File: src/rtl/aes_key_seq_if.sv
// Register-bus write port from the key sequencer (master) to the AES0 key registers (slave).
interface aes_key_seq_if;
    logic        bus_req_o;
    logic        bus_we_o;
    logic [63:0] bus_addr_o;
    logic [31:0] bus_wdata_o;
    logic        bus_gnt_i;

    modport master (
        output bus_req_o, bus_we_o, bus_addr_o, bus_wdata_o,
        input  bus_gnt_i
    );

    modport slave (
        input  bus_req_o, bus_we_o, bus_addr_o, bus_wdata_o,
        output bus_gnt_i
    );
endinterface

File: src/rtl/aes_key_seq.sv
// AES0 key-load sequencer: copies a 128-bit fuse key into an AES0 key slot, word by word.
// Optional zeroize path (clear_i) is built only when AES_KEYSEQ_ZEROIZE_EN is defined.
module aes_key_seq #(
    parameter logic [63:0] AES_BASE       = 64'hfff5200000,
    parameter logic [63:0] WORD_STRIDE    = 64'd8,
    parameter int unsigned TIMEOUT_CYCLES = 256
) (
    input  logic          clk_i,
    input  logic          rst_i,
    input  logic          start_i,
    input  logic [1:0]    key_id_i,
    input  logic [2:0]    reglk_i,
`ifdef AES_KEYSEQ_ZEROIZE_EN
    input  logic          clear_i,
`endif
    output logic          busy_o,
    output logic          done_o,
    output logic          err_o,
    output logic [1:0]    err_code_o,
    output logic          fuse_req_o,
    output logic [3:0]    fuse_addr_o,
    input  logic [31:0]   fuse_rdata_i,
    aes_key_seq_if.master bus
);

    localparam int TW = $clog2(TIMEOUT_CYCLES + 1);
    localparam logic [TW-1:0] TMO_LAST = TW'(TIMEOUT_CYCLES - 1);

    localparam logic [1:0] ERR_NONE    = 2'd0;
    localparam logic [1:0] ERR_BAD_ID  = 2'd1;
    localparam logic [1:0] ERR_LOCKED  = 2'd2;
    localparam logic [1:0] ERR_TIMEOUT = 2'd3;

    typedef enum logic [2:0] {
        S_IDLE,
        S_CHECK,
        S_FUSE_RD,
        S_FUSE_WAIT,
        S_BUS_WR,
        S_DONE,
        S_ERR
    } state_t;

    state_t        r_state;
    state_t        w_next;

    logic [1:0]    r_keyId;
    logic [1:0]    r_word;
    logic [31:0]   r_wdata;
    logic [1:0]    r_errCode;
    logic [TW-1:0] r_tmo;

    logic          w_accept;
    logic          w_clear;
    logic          w_zero;
    logic          w_locked;
    logic          w_setErr;
    logic [1:0]    w_errCode;
    logic [63:0]   w_slotBase;
    logic [63:0]   w_busAddr;

`ifdef AES_KEYSEQ_ZEROIZE_EN
    logic          r_zero;

    assign w_clear = clear_i;
    assign w_zero  = r_zero;
`else
    assign w_clear = 1'b0;
    assign w_zero  = 1'b0;
`endif

    assign w_accept = (r_state == S_IDLE) && (start_i || w_clear);

    always_comb begin
        w_locked   = 1'b0;
        w_slotBase = AES_BASE;
        case (r_keyId)
            2'd0: begin
                w_locked   = reglk_i[0];
                w_slotBase = AES_BASE + 64'd40;
            end
            2'd1: begin
                w_locked   = reglk_i[1];
                w_slotBase = AES_BASE + 64'd112;
            end
            2'd2: begin
                w_locked   = reglk_i[2];
                w_slotBase = AES_BASE + 64'd144;
            end
            default: begin
                w_locked   = 1'b0;
                w_slotBase = AES_BASE;
            end
        endcase
    end

    assign w_busAddr = w_slotBase + WORD_STRIDE * {62'd0, r_word};

    always_ff @(posedge clk_i) begin
        if (rst_i) begin
            r_state <= S_IDLE;
        end else begin
            r_state <= w_next;
        end
    end

    always_comb begin
        w_next    = r_state;
        w_setErr  = 1'b0;
        w_errCode = ERR_NONE;
        case (r_state)
            S_IDLE: begin
                if (w_accept) begin
                    w_next = S_CHECK;
                end
            end
            S_CHECK: begin
                if (r_keyId == 2'd3) begin
                    w_next    = S_ERR;
                    w_setErr  = 1'b1;
                    w_errCode = ERR_BAD_ID;
                end else if (w_locked) begin
                    w_next    = S_ERR;
                    w_setErr  = 1'b1;
                    w_errCode = ERR_LOCKED;
                end else if (w_zero) begin
                    w_next = S_BUS_WR;
                end else begin
                    w_next = S_FUSE_RD;
                end
            end
            S_FUSE_RD: begin
                w_next = S_FUSE_WAIT;
            end
            S_FUSE_WAIT: begin
                w_next = S_BUS_WR;
            end
            S_BUS_WR: begin
                // A grant in the final timeout cycle still completes the write.
                if (bus.bus_gnt_i) begin
                    if (r_word == 2'd3) begin
                        w_next = S_DONE;
                    end else if (w_zero) begin
                        w_next = S_BUS_WR;
                    end else begin
                        w_next = S_FUSE_RD;
                    end
                end else if (r_tmo == TMO_LAST) begin
                    w_next    = S_ERR;
                    w_setErr  = 1'b1;
                    w_errCode = ERR_TIMEOUT;
                end
            end
            S_DONE: begin
                w_next = S_IDLE;
            end
            S_ERR: begin
                w_next = S_IDLE;
            end
            default: begin
                w_next = S_IDLE;
            end
        endcase
    end

    always_comb begin
        busy_o          = (r_state != S_IDLE);
        done_o          = (r_state == S_DONE);
        err_o           = (r_state == S_ERR);
        err_code_o      = r_errCode;
        fuse_req_o      = (r_state == S_FUSE_RD);
        fuse_addr_o     = 4'd0;
        bus.bus_req_o   = (r_state == S_BUS_WR);
        bus.bus_we_o    = (r_state == S_BUS_WR);
        bus.bus_addr_o  = 64'd0;
        bus.bus_wdata_o = 32'd0;
        if (r_state == S_FUSE_RD) begin
            fuse_addr_o = {r_keyId, r_word};
        end
        if (r_state == S_BUS_WR) begin
            bus.bus_addr_o  = w_busAddr;
            bus.bus_wdata_o = r_wdata;
        end
    end

    // The word counter wraps 3 -> 0 naturally on the final grant.
    always_ff @(posedge clk_i) begin
        if (rst_i) begin
            r_keyId   <= 2'd0;
            r_word    <= 2'd0;
            r_wdata   <= 32'd0;
            r_errCode <= ERR_NONE;
            r_tmo     <= '0;
        end else begin
            if (w_accept) begin
                r_keyId   <= key_id_i;
                r_word    <= 2'd0;
                r_wdata   <= 32'd0;
                r_errCode <= ERR_NONE;
            end
            if (w_setErr) begin
                r_errCode <= w_errCode;
            end
            if (r_state == S_FUSE_WAIT) begin
                r_wdata <= fuse_rdata_i;
            end
            if ((r_state == S_BUS_WR) && bus.bus_gnt_i) begin
                r_word <= r_word + 2'd1;
            end
            if ((r_state == S_BUS_WR) && !bus.bus_gnt_i) begin
                r_tmo <= r_tmo + 1'b1;
            end else begin
                r_tmo <= '0;
            end
        end
    end

`ifdef AES_KEYSEQ_ZEROIZE_EN
    always_ff @(posedge clk_i) begin
        if (rst_i) begin
            r_zero <= 1'b0;
        end else if (w_accept) begin
            r_zero <= w_clear;
        end
    end
`endif

`ifndef SYNTHESIS
    a_doneErrExclusive: assert property (@(posedge clk_i) disable iff (rst_i) !(done_o && err_o));
    a_weFollowsReq:     assert property (@(posedge clk_i) disable iff (rst_i) bus.bus_we_o == bus.bus_req_o);
`endif

endmodule

File: src/flat_wrapper.sv
// flat-port wrapper written by rule: the top's interface ports become plain ports
module aes_key_seq_flat 
#(
    parameter logic [63:0] AES_BASE       = 64'hfff5200000,
    parameter logic [63:0] WORD_STRIDE    = 64'd8,
    parameter int unsigned TIMEOUT_CYCLES = 256
)
  (clk_i, rst_i, start_i, key_id_i, reglk_i, busy_o, done_o, err_o, err_code_o, fuse_req_o, fuse_addr_o, fuse_rdata_i, bus_bus_req_o, bus_bus_we_o, bus_bus_addr_o, bus_bus_wdata_o, bus_bus_gnt_i);
  aes_key_seq_if bus_i ();
  input  logic clk_i;
  input  logic rst_i;
  input  logic start_i;
  input  logic [1:0] key_id_i;
  input  logic [2:0] reglk_i;
  output logic busy_o;
  output logic done_o;
  output logic err_o;
  output logic [1:0] err_code_o;
  output logic fuse_req_o;
  output logic [3:0] fuse_addr_o;
  input  logic [31:0] fuse_rdata_i;
  output wire logic [$bits(bus_i.bus_req_o)-1:0] bus_bus_req_o;
  output wire logic [$bits(bus_i.bus_we_o)-1:0] bus_bus_we_o;
  output wire logic [$bits(bus_i.bus_addr_o)-1:0] bus_bus_addr_o;
  output wire logic [$bits(bus_i.bus_wdata_o)-1:0] bus_bus_wdata_o;
  input wire logic [$bits(bus_i.bus_gnt_i)-1:0] bus_bus_gnt_i;
  assign bus_bus_req_o = bus_i.bus_req_o;
  assign bus_bus_we_o = bus_i.bus_we_o;
  assign bus_bus_addr_o = bus_i.bus_addr_o;
  assign bus_bus_wdata_o = bus_i.bus_wdata_o;
  assign bus_i.bus_gnt_i = bus_bus_gnt_i;
  aes_key_seq #(.AES_BASE(AES_BASE), .WORD_STRIDE(WORD_STRIDE), .TIMEOUT_CYCLES(TIMEOUT_CYCLES)) u_core (.clk_i(clk_i), .rst_i(rst_i), .start_i(start_i), .key_id_i(key_id_i), .reglk_i(reglk_i), .busy_o(busy_o), .done_o(done_o), .err_o(err_o), .err_code_o(err_code_o), .fuse_req_o(fuse_req_o), .fuse_addr_o(fuse_addr_o), .fuse_rdata_i(fuse_rdata_i), .bus(bus_i));
endmodule
File: config.mk
export PLATFORM = sky130hd
export DESIGN_NAME = aes_key_seq_flat
export DESIGN_NICKNAME = d
export VERILOG_FILES = /design/src/rtl/aes_key_seq_if.sv /design/src/rtl/aes_key_seq.sv /design/src/flat_wrapper.sv
export SDC_FILE = /design/constraint.sdc
export NUM_CORES = 1
export LEC_CHECK = 0
export ABC_AREA = 1
export BUFFER_PORTS_ARGS = -buffer_cell sky130_fd_sc_hd__buf_2
export CAP_MARGIN = 15
export CORE_UTILIZATION = 47
export DETAILED_ROUTE_END_ITERATION = 6
export PLACE_DENSITY = 0.8
export RECOVER_POWER = 100
export REMOVE_ABC_BUFFERS = 1
export SETUP_SLACK_MARGIN = 0.02
export SYNTH_ARGS = -nofsm -noshare
export SYNTH_HDL_FRONTEND = slang
export SYNTH_SLANG_ARGS = --single-unit
File: constraint.sdc
create_clock -name clk_i -period 1.9 [get_ports clk_i]
set_input_delay 0.095 -clock clk_i [delete_from_list [all_inputs] [get_ports clk_i]]
set_output_delay 0.095 -clock clk_i [all_outputs]
set_load 0.02 [all_outputs]
==> run metrics, run 1 <==
GRT overflow=0; setup slack, reg-to-reg=-0.01 ns; count of endpoints failing hold in the final timing report=0; Critical Path Slowest Stage Cell=sky130_fd_sc_hd__fa_2; synthesized area per cell=7.43 um^2; Top delay family on crit path=adder cells; Antenna Diode Count=0; starting utilization of the core area=0.496; startpoint type of the worst setup path=flip-flop; largest stage delay on the critical path=0.36 ns; wire length of the first global-routing pass=11900 um; Nets=575; total via count in the routed design=3088; Min Clock Period, post-route=1.92 ns; pin count of the biggest net entering global routing=34; die outline height=84.8 um; Post-synth EDFFs=0; fin cells=599; end of the worst register-to-register path=u_core.err_code_o[1]; pins over their slew limit=0; top cells by area, synth=sky130_fd_sc_hd__dfxtp_1 31%, sky130_fd_sc_hd__buf_4 14%, sky130_fd_sc_hd__nor2_1 7.0%; largest fanout on the critical path=3; Syn Inst Count=434; leading cell types by count after synthesis=60 x sky130_fd_sc_hd__buf_4, 60 x sky130_fd_sc_hd__nor2_1, 54 x sky130_fd_sc_hd__inv_1; placed insts=586; outcome=finished with violations; Power Density=854 nW/um^2; post-route clock period utilization=1.01; count of buffer and inverter cells on the critical path=4; HPWL after detailed placement=5220 um; cell occurring most often along the worst timing path=sky130_fd_sc_hd__inv_2; cell breakdown of the critical path=inv_2 > ha_4 > inv_2 > fa_2 > inv_2 > nor2_1 > nor3_1 > buf_2; CTS H-Tree Depth=2; DRC violations left=14; post-route antenna net violation count=0; hold path depth=3; violated checks=design-rule violations, negative setup slack; Power Total=3180 uW; RSZ-0062 raised after global routing=yes; Horiz. Die Dim=84.8 um; Placeable Area=6490 um^2; Clk Latency, worst-skew pair=0.31 ns; Max Root-Sink Buffers=2; fraction of the yosys area taken by sequential cells=0.311; largest area contributor in the netlist=sky130_fd_sc_hd__dfxtp_1; Data required, critical path=1.80 ns; async set-reset flop share out of synthesis=0; worst hold path class=in2reg; iteration-0 DRC count of the detailed router=216; Total Wirelength=7650 um; clock net sink count=50; peak ir drop on the vdd network=0.000562 V; maximum operating frequency=0.521 GHz; reg-to-reg startpoint=u_core.r_tmo[1]; total clock buffers created by CTS=5; number of antenna violations at the first check in global routing=0; data arrival time of the worst path=1.82 ns; Seq cells post-synth=50; worst hold path endpoint=u_core.r_wdata[6]; maximum clock skew at final layout=0.0113 ns; launch point of the worst hold path=fuse_rdata_i[6]; clock transition at the registers of the reported paths=0.09 ns; Setup Crit Path Kind=reg2out; overall die area=7190 um^2; Placement Rows=29; area of the mapped netlist=3220 um^2; total of max-cap violations=0; final setup margin=-0.0197 ns; growth of design area from synthesis to finish=15.4%; count of synthesis-stage warnings from yosys=0; overall fraction of global-route tracks in use=0.204; share of the core filled with cells in the final layout=0.573; # IOs=149; Buffers on Ports=105; clock tree root buffer cell=sky130_fd_sc_hd__clkbuf_8; top-area cell type share of the netlist area=0.311; cells on worst reg2reg path=14; first-pass iteration count of the detailed router=7; worst-case hold slack=0.0499 ns; per-cell routed wire length=12.8 um; TritonCTS clock tree=built; Avg Vias per Cell=5.16; leakage=0.00164 uW; final-report setup violation count=3; most used flip-flop cell after synthesis=sky130_fd_sc_hd__dfxtp_1; placer's final routability congestion estimate=0.923; quantity of hold-fixing buffers added after cts=0; vias in the first global route=2660; Critical Path Sink Type=output pin; ratio of cells with drive above 1 in the final layout=0.335; unique cell type count in the Yosys netlist=32
==> flip-flops by register name, indices dropped and copies added (netlist names) <==
signal             flops
u_core.r_wdata        32
u_core.r_keyId         2
u_core.err_code_o      2
u_core.r_word          2
u_core.r_state         3
u_core.r_tmo           9
==> cell usage in the layout, fill, tap and decap left out, types with 5 or more instances in the layout <==
cell type	n
sky130_fd_sc_hd__a21oi_1	31
sky130_fd_sc_hd__a21oi_2	12
sky130_fd_sc_hd__buf_2	90
sky130_fd_sc_hd__buf_4	19
sky130_fd_sc_hd__clkbuf_1	9
sky130_fd_sc_hd__clkbuf_8	5
sky130_fd_sc_hd__conb_1	43
sky130_fd_sc_hd__dfxtp_1	45
sky130_fd_sc_hd__dfxtp_2	5
sky130_fd_sc_hd__ha_1	7
sky130_fd_sc_hd__inv_1	49
sky130_fd_sc_hd__inv_2	9
sky130_fd_sc_hd__nand2_1	17
sky130_fd_sc_hd__nand3_1	38
sky130_fd_sc_hd__nand4_1	34
sky130_fd_sc_hd__nor2_1	56
sky130_fd_sc_hd__nor3_1	6
sky130_fd_sc_hd__o21ai_0	5
==> metrics by stage <==
stage               setup WS [ns]  setup TNS (ns)  instance area [um^2]
detailed placement         0.0696               0                  3500
finish                    -0.0197         -0.0387                  3720
floorplan                   -1.16          -25.33                  2780
global route               -0.180           -3.80                  3720
global placement            0.126               0                  3500
CTS                       -0.0381         -0.0733                  3700
==> tightest hold or removal path: cells and delay by family <==
family	cells	cell delay, ns
compound gates	1	0.06
buf+inv	1	0.10
simple gates	1	0.07
==> final cells by class <==
class                   count  area [um^2]
clock buffers               6         72.6
clock inverters             2         37.5
fillers                   595         2780
inverters                  58          218
multi-input cells         282         1620
flip-flops and latches     50         1010
well taps                  77         96.3
repair buffers            124          669
==> report_power, final <==
group	leakage, uW	internal, uW	switching (uW)	total, uW
clock	0.0000514	393	360	753
sequential	0.000406	1110	81.9	1190
combinational	0.00118	380	851	1230
total	0.00164	1880	1290	3180
==> logic make-up (layout without fill, tap and decap cells) <==
kind of cell | Yosys count | count (layout) | share of synthesized area
AO/OA/AOI/OAI | 52 | 52 | 0.0939
adder cells (fa/ha/maj) | 13 | 13 | 0.0528
buffers and inverters | 144 | 190 | 0.255
flip-flops | 50 | 50 | 0.311
other | 1 | 43 | 0.00116
AND/OR/NAND/NOR | 174 | 174 | 0.287
==> worst max path at each step <==
stage                 startpoint                    to  slack (ns)  cells after the start
2_1_floorplan  u_core.r_state[0]       u_core.r_tmo[5]       -1.16                      5
3_3_place_gp     u_core.r_tmo[0]  u_core.err_code_o[1]        0.13                     14
3_5_place_dp     u_core.r_tmo[0]  u_core.err_code_o[1]        0.07                     14
4_1_cts        u_core.r_keyId[1]     bus_bus_addr_o[5]       -0.04                      9
5_1_grt          u_core.r_tmo[1]  u_core.err_code_o[1]       -0.18                     14
6_report       u_core.r_keyId[1]     bus_bus_addr_o[5]       -0.02                      8
==> per-layer routing <==
metal | GRT usage | wire [um]
met1 | 0.259 | 3290
met2 | 0.346 | 3730
met3 | 0.0399 | 489
met4 | 0.0770 | 146
met5 | 0 | 0
==> timing repair <==
item                       4_1_cts  5_1_grt
gates resized for setup         17       27
pin swaps                        9       15
setup endpoints to repair        5       29
setup buffers                    3        2
Note: power is estimated with default switching activity, not from simulation.
==> run 2: changes to the inputs <==
Settings changed: ABC_AREA 1 to unset, CORE_UTILIZATION 47 to 46.
==> run 2 against run 1 <==
Effect of this change: the flow finishes with violations (negative setup slack); maximum frequency down 1.7%; total power down 8.8%; critical path depth down 3; design area down 5.6%; critical path type unchanged; largest cell class unchanged; highest routed layer is now met5.
==> run metrics, run 2 <==
Placeable Area=6100 um^2; Syn Inst Count=373; share of the core filled with cells in the final layout=0.576; placed insts=521; clock transition at the registers of the reported paths=0.10 ns; count of synthesis-stage warnings from yosys=0; leading cell types by count after synthesis=60 x sky130_fd_sc_hd__buf_4, 50 x sky130_fd_sc_hd__dfxtp_1, 40 x sky130_fd_sc_hd__nand3_1; wire length of the first global-routing pass=9920 um; first-pass iteration count of the detailed router=4; number of fill cells=596; Horiz. Die Dim=82.5 um; die outline height=82.5 um; HPWL after detailed placement=4480 um; combined flip-flop and latch cell area=1000 um^2; combined area of the multi-input logic cells=1590 um^2; maximum clock skew at final layout=0.00920 ns; Nets=514; register name with the most flops=u_core.r_wdata; number of antenna violations at the first check in global routing=1; largest stage delay on the critical path=0.45 ns; synthesized area per cell=7.99 um^2; top cells by area, synth=sky130_fd_sc_hd__dfxtp_1 34%, sky130_fd_sc_hd__buf_4 15%, sky130_fd_sc_hd__and2_1 7.1%; top-area cell type share of the netlist area=0.336; Post-synth EDFFs=0; Buffers on Ports=105; biggest regs=u_core.r_wdata: 32 flops, u_core.r_tmo: 9 flops, u_core.r_state: 3 flops; area of the mapped netlist=2980 um^2; area of all placed cells without fillers=3510 um^2; Worst slew margin=0.657; cell breakdown of the critical path=or3b_1 > clkinvlp_2 > buf_12 > and2_1 > buf_2; Critical Path Slowest Stage Cell=sky130_fd_sc_hd__or3b_1; overall fraction of global-route tracks in use=0.190; leakage=0.00160 uW; iteration-0 DRC count of the detailed router=110; fin cells=536; cell area after placement=3260 um^2; count of endpoints failing hold in the final timing report=0; clock tree root buffer cell=sky130_fd_sc_hd__clkbuf_8; CTS H-Tree Depth=2; total via count in the routed design=2632; most frequent cell after synthesis=sky130_fd_sc_hd__buf_4; Seq cells post-synth=50; maximum operating frequency=0.512 GHz; violated checks=negative setup slack; overall die area=6800 um^2; per-cell routed wire length=12.1 um; leading cell type in the layout, fill and taps excluded=sky130_fd_sc_hd__buf_2; # IOs=149; largest fanout on the critical path=35; pin count of the biggest net entering global routing=39; largest area contributor in the netlist=sky130_fd_sc_hd__dfxtp_1; Min Clock Period, post-route=1.95 ns; Critical Path Sink Type=output pin; flip-flop count of the largest register after layout=32; total clock buffers created by CTS=5; Total Wirelength=6460 um; DRC violations left=0; worst hold path class=in2reg; placer's final routability congestion estimate=0.733; data arrival time of the worst path=1.86 ns; Placement Rows=28; Setup Crit Path Kind=reg2out; top library cells by usage in the layout, fill and taps aside=93 x sky130_fd_sc_hd__buf_2, 47 x sky130_fd_sc_hd__dfxtp_1, 43 x sky130_fd_sc_hd__conb_1; transition time at the pin with the least slew margin=0.514 ns; total of max-cap violations=0; growth of design area from synthesis to finish=17.8%; pins over their slew limit=0; most used flip-flop cell after synthesis=sky130_fd_sc_hd__dfxtp_1; Data required, critical path=1.80 ns; worst-case hold slack=0.0157 ns; starting utilization of the core area=0.489; GRT overflow=0; post-route clock period utilization=1.03; fraction of the yosys area taken by sequential cells=0.336; Max Root-Sink Buffers=2; final-report setup violation count=36; Antenna Diode Count=0; vias in the first global route=2266; post-route antenna net violation count=0; peak ir drop on the vdd network=0.000428 V; unique cell type count in the Yosys netlist=45; ratio of cells with drive above 1 in the final layout=0.315; final setup margin=-0.0532 ns; Clk Latency, worst-skew pair=0.30 ns; outcome=finished with violations; TritonCTS clock tree=built; clock net sink count=50; RSZ-0062 raised after global routing=yes; startpoint type of the worst setup path=flip-flop; quantity of hold-fixing buffers added after cts=0; Avg Vias per Cell=4.91; Power Density=825 nW/um^2; async set-reset flop share out of synthesis=0
==> run 2: cell count changes in the layout (fill, tap and decap cells not counted), sizes merged, moves of 4 or more <==
| cell | previous run | this run |
|---|---|---|
| inv | 58 | 7 |
| nand4 | 34 | 0 |
| nor3 | 10 | 3 |
| nor2 | 61 | 13 |
| a21oi | 43 | 39 |
| xnor2 | 0 | 5 |
| and2 | 1 | 34 |
| clkbuf | 20 | 15 |
| or3 | 0 | 5 |
| nand2 | 22 | 38 |
==> run 2: through the flow <==
step	TNS, ns	setup WS [ns]	total power [uW]
2_1_floorplan	-47.28	-1.09	1740
3_3_place_gp	0	0.147	2040
3_5_place_dp	0	0.0905	2070
4_1_cts	-0.0816	-0.0447	2880
5_1_grt	-4.82	-0.156	3070
6_report	-1.02	-0.0532	2900
==> run 2: area by class of cell <==
cell class                      count  area share
Inverter                            8     0.00962
Sequential cell                    50       0.286
Clock inverter                      3      0.0128
Tap cell                           75      0.0267
Timing Repair Buffer              121       0.191
Clock buffer                        5      0.0196
Multi-Input combinational cell    274       0.454
==> run 2: cells by family after synthesis <==
logic type               count (synthesis)  share of synthesized area
other                                    1                    0.00126
multiplexers                             2                    0.00672
AO/OA/AOI/OAI                           55                      0.101
XOR/XNOR                                 6                     0.0176
flip-flops                              50                      0.336
adder cells (fa/ha/maj)                 13                     0.0571
AND/OR/NAND/NOR                        155                      0.278
buffers and inverters                   91                      0.203
==> run 2: path summary, 6_finish.rpt <==
check,from,to,slack [ns],cells past startpoint
min,fuse_rdata_i[13],u_core.r_wdata[13],0.02,3
max reg2reg,u_core.r_state[1],u_core.err_code_o[1],0.15,4
max,u_core.r_state[1],bus_bus_wdata_o[24],-0.05,5
min reg2reg,u_core.r_wdata[27],u_core.r_wdata[27],0.47,2
==> run 2: per-layer routing <==
| layer | vias to the layer above | track usage | share of wire |
|---|---|---|---|
| met3 | 7 | 0.0440 | 0.067 |
| met1 | 1205 | 0.226 | 0.42 |
| met4 | 2 | 0.0569 | 0.0088 |
| li1 | 1308 | - | - |
| met2 | 110 | 0.337 | 0.50 |
| met5 | - | 0 | 0.0022 |
==> run 2: repair_timing <==
action | in CTS | in global routing
gates resized for setup | 19 | 12
endpoints found under the setup margin | 38 | 39
pin swaps | 4 | 2
setup buffers | 2 | 5
==> run 2: critical path: cells and delay by family, from the launching register on <==
| kind | cells | cell delay, ns |
|---|---|---|
| simple gates | 2 | 0.59 |
| buf+inv | 3 | 0.54 |
| flops | 1 | 0.42 |
==> run 2: power breakdown <==
| part | total (uW) | internal (uW) | leakage, uW | switching [uW] |
|---|---|---|---|---|
| logic | 972 | 357 | 0.00115 | 615 |
| registers | 1160 | 1110 | 0.000405 | 56.3 |
| clock network | 760 | 392 | 0.0000504 | 368 |
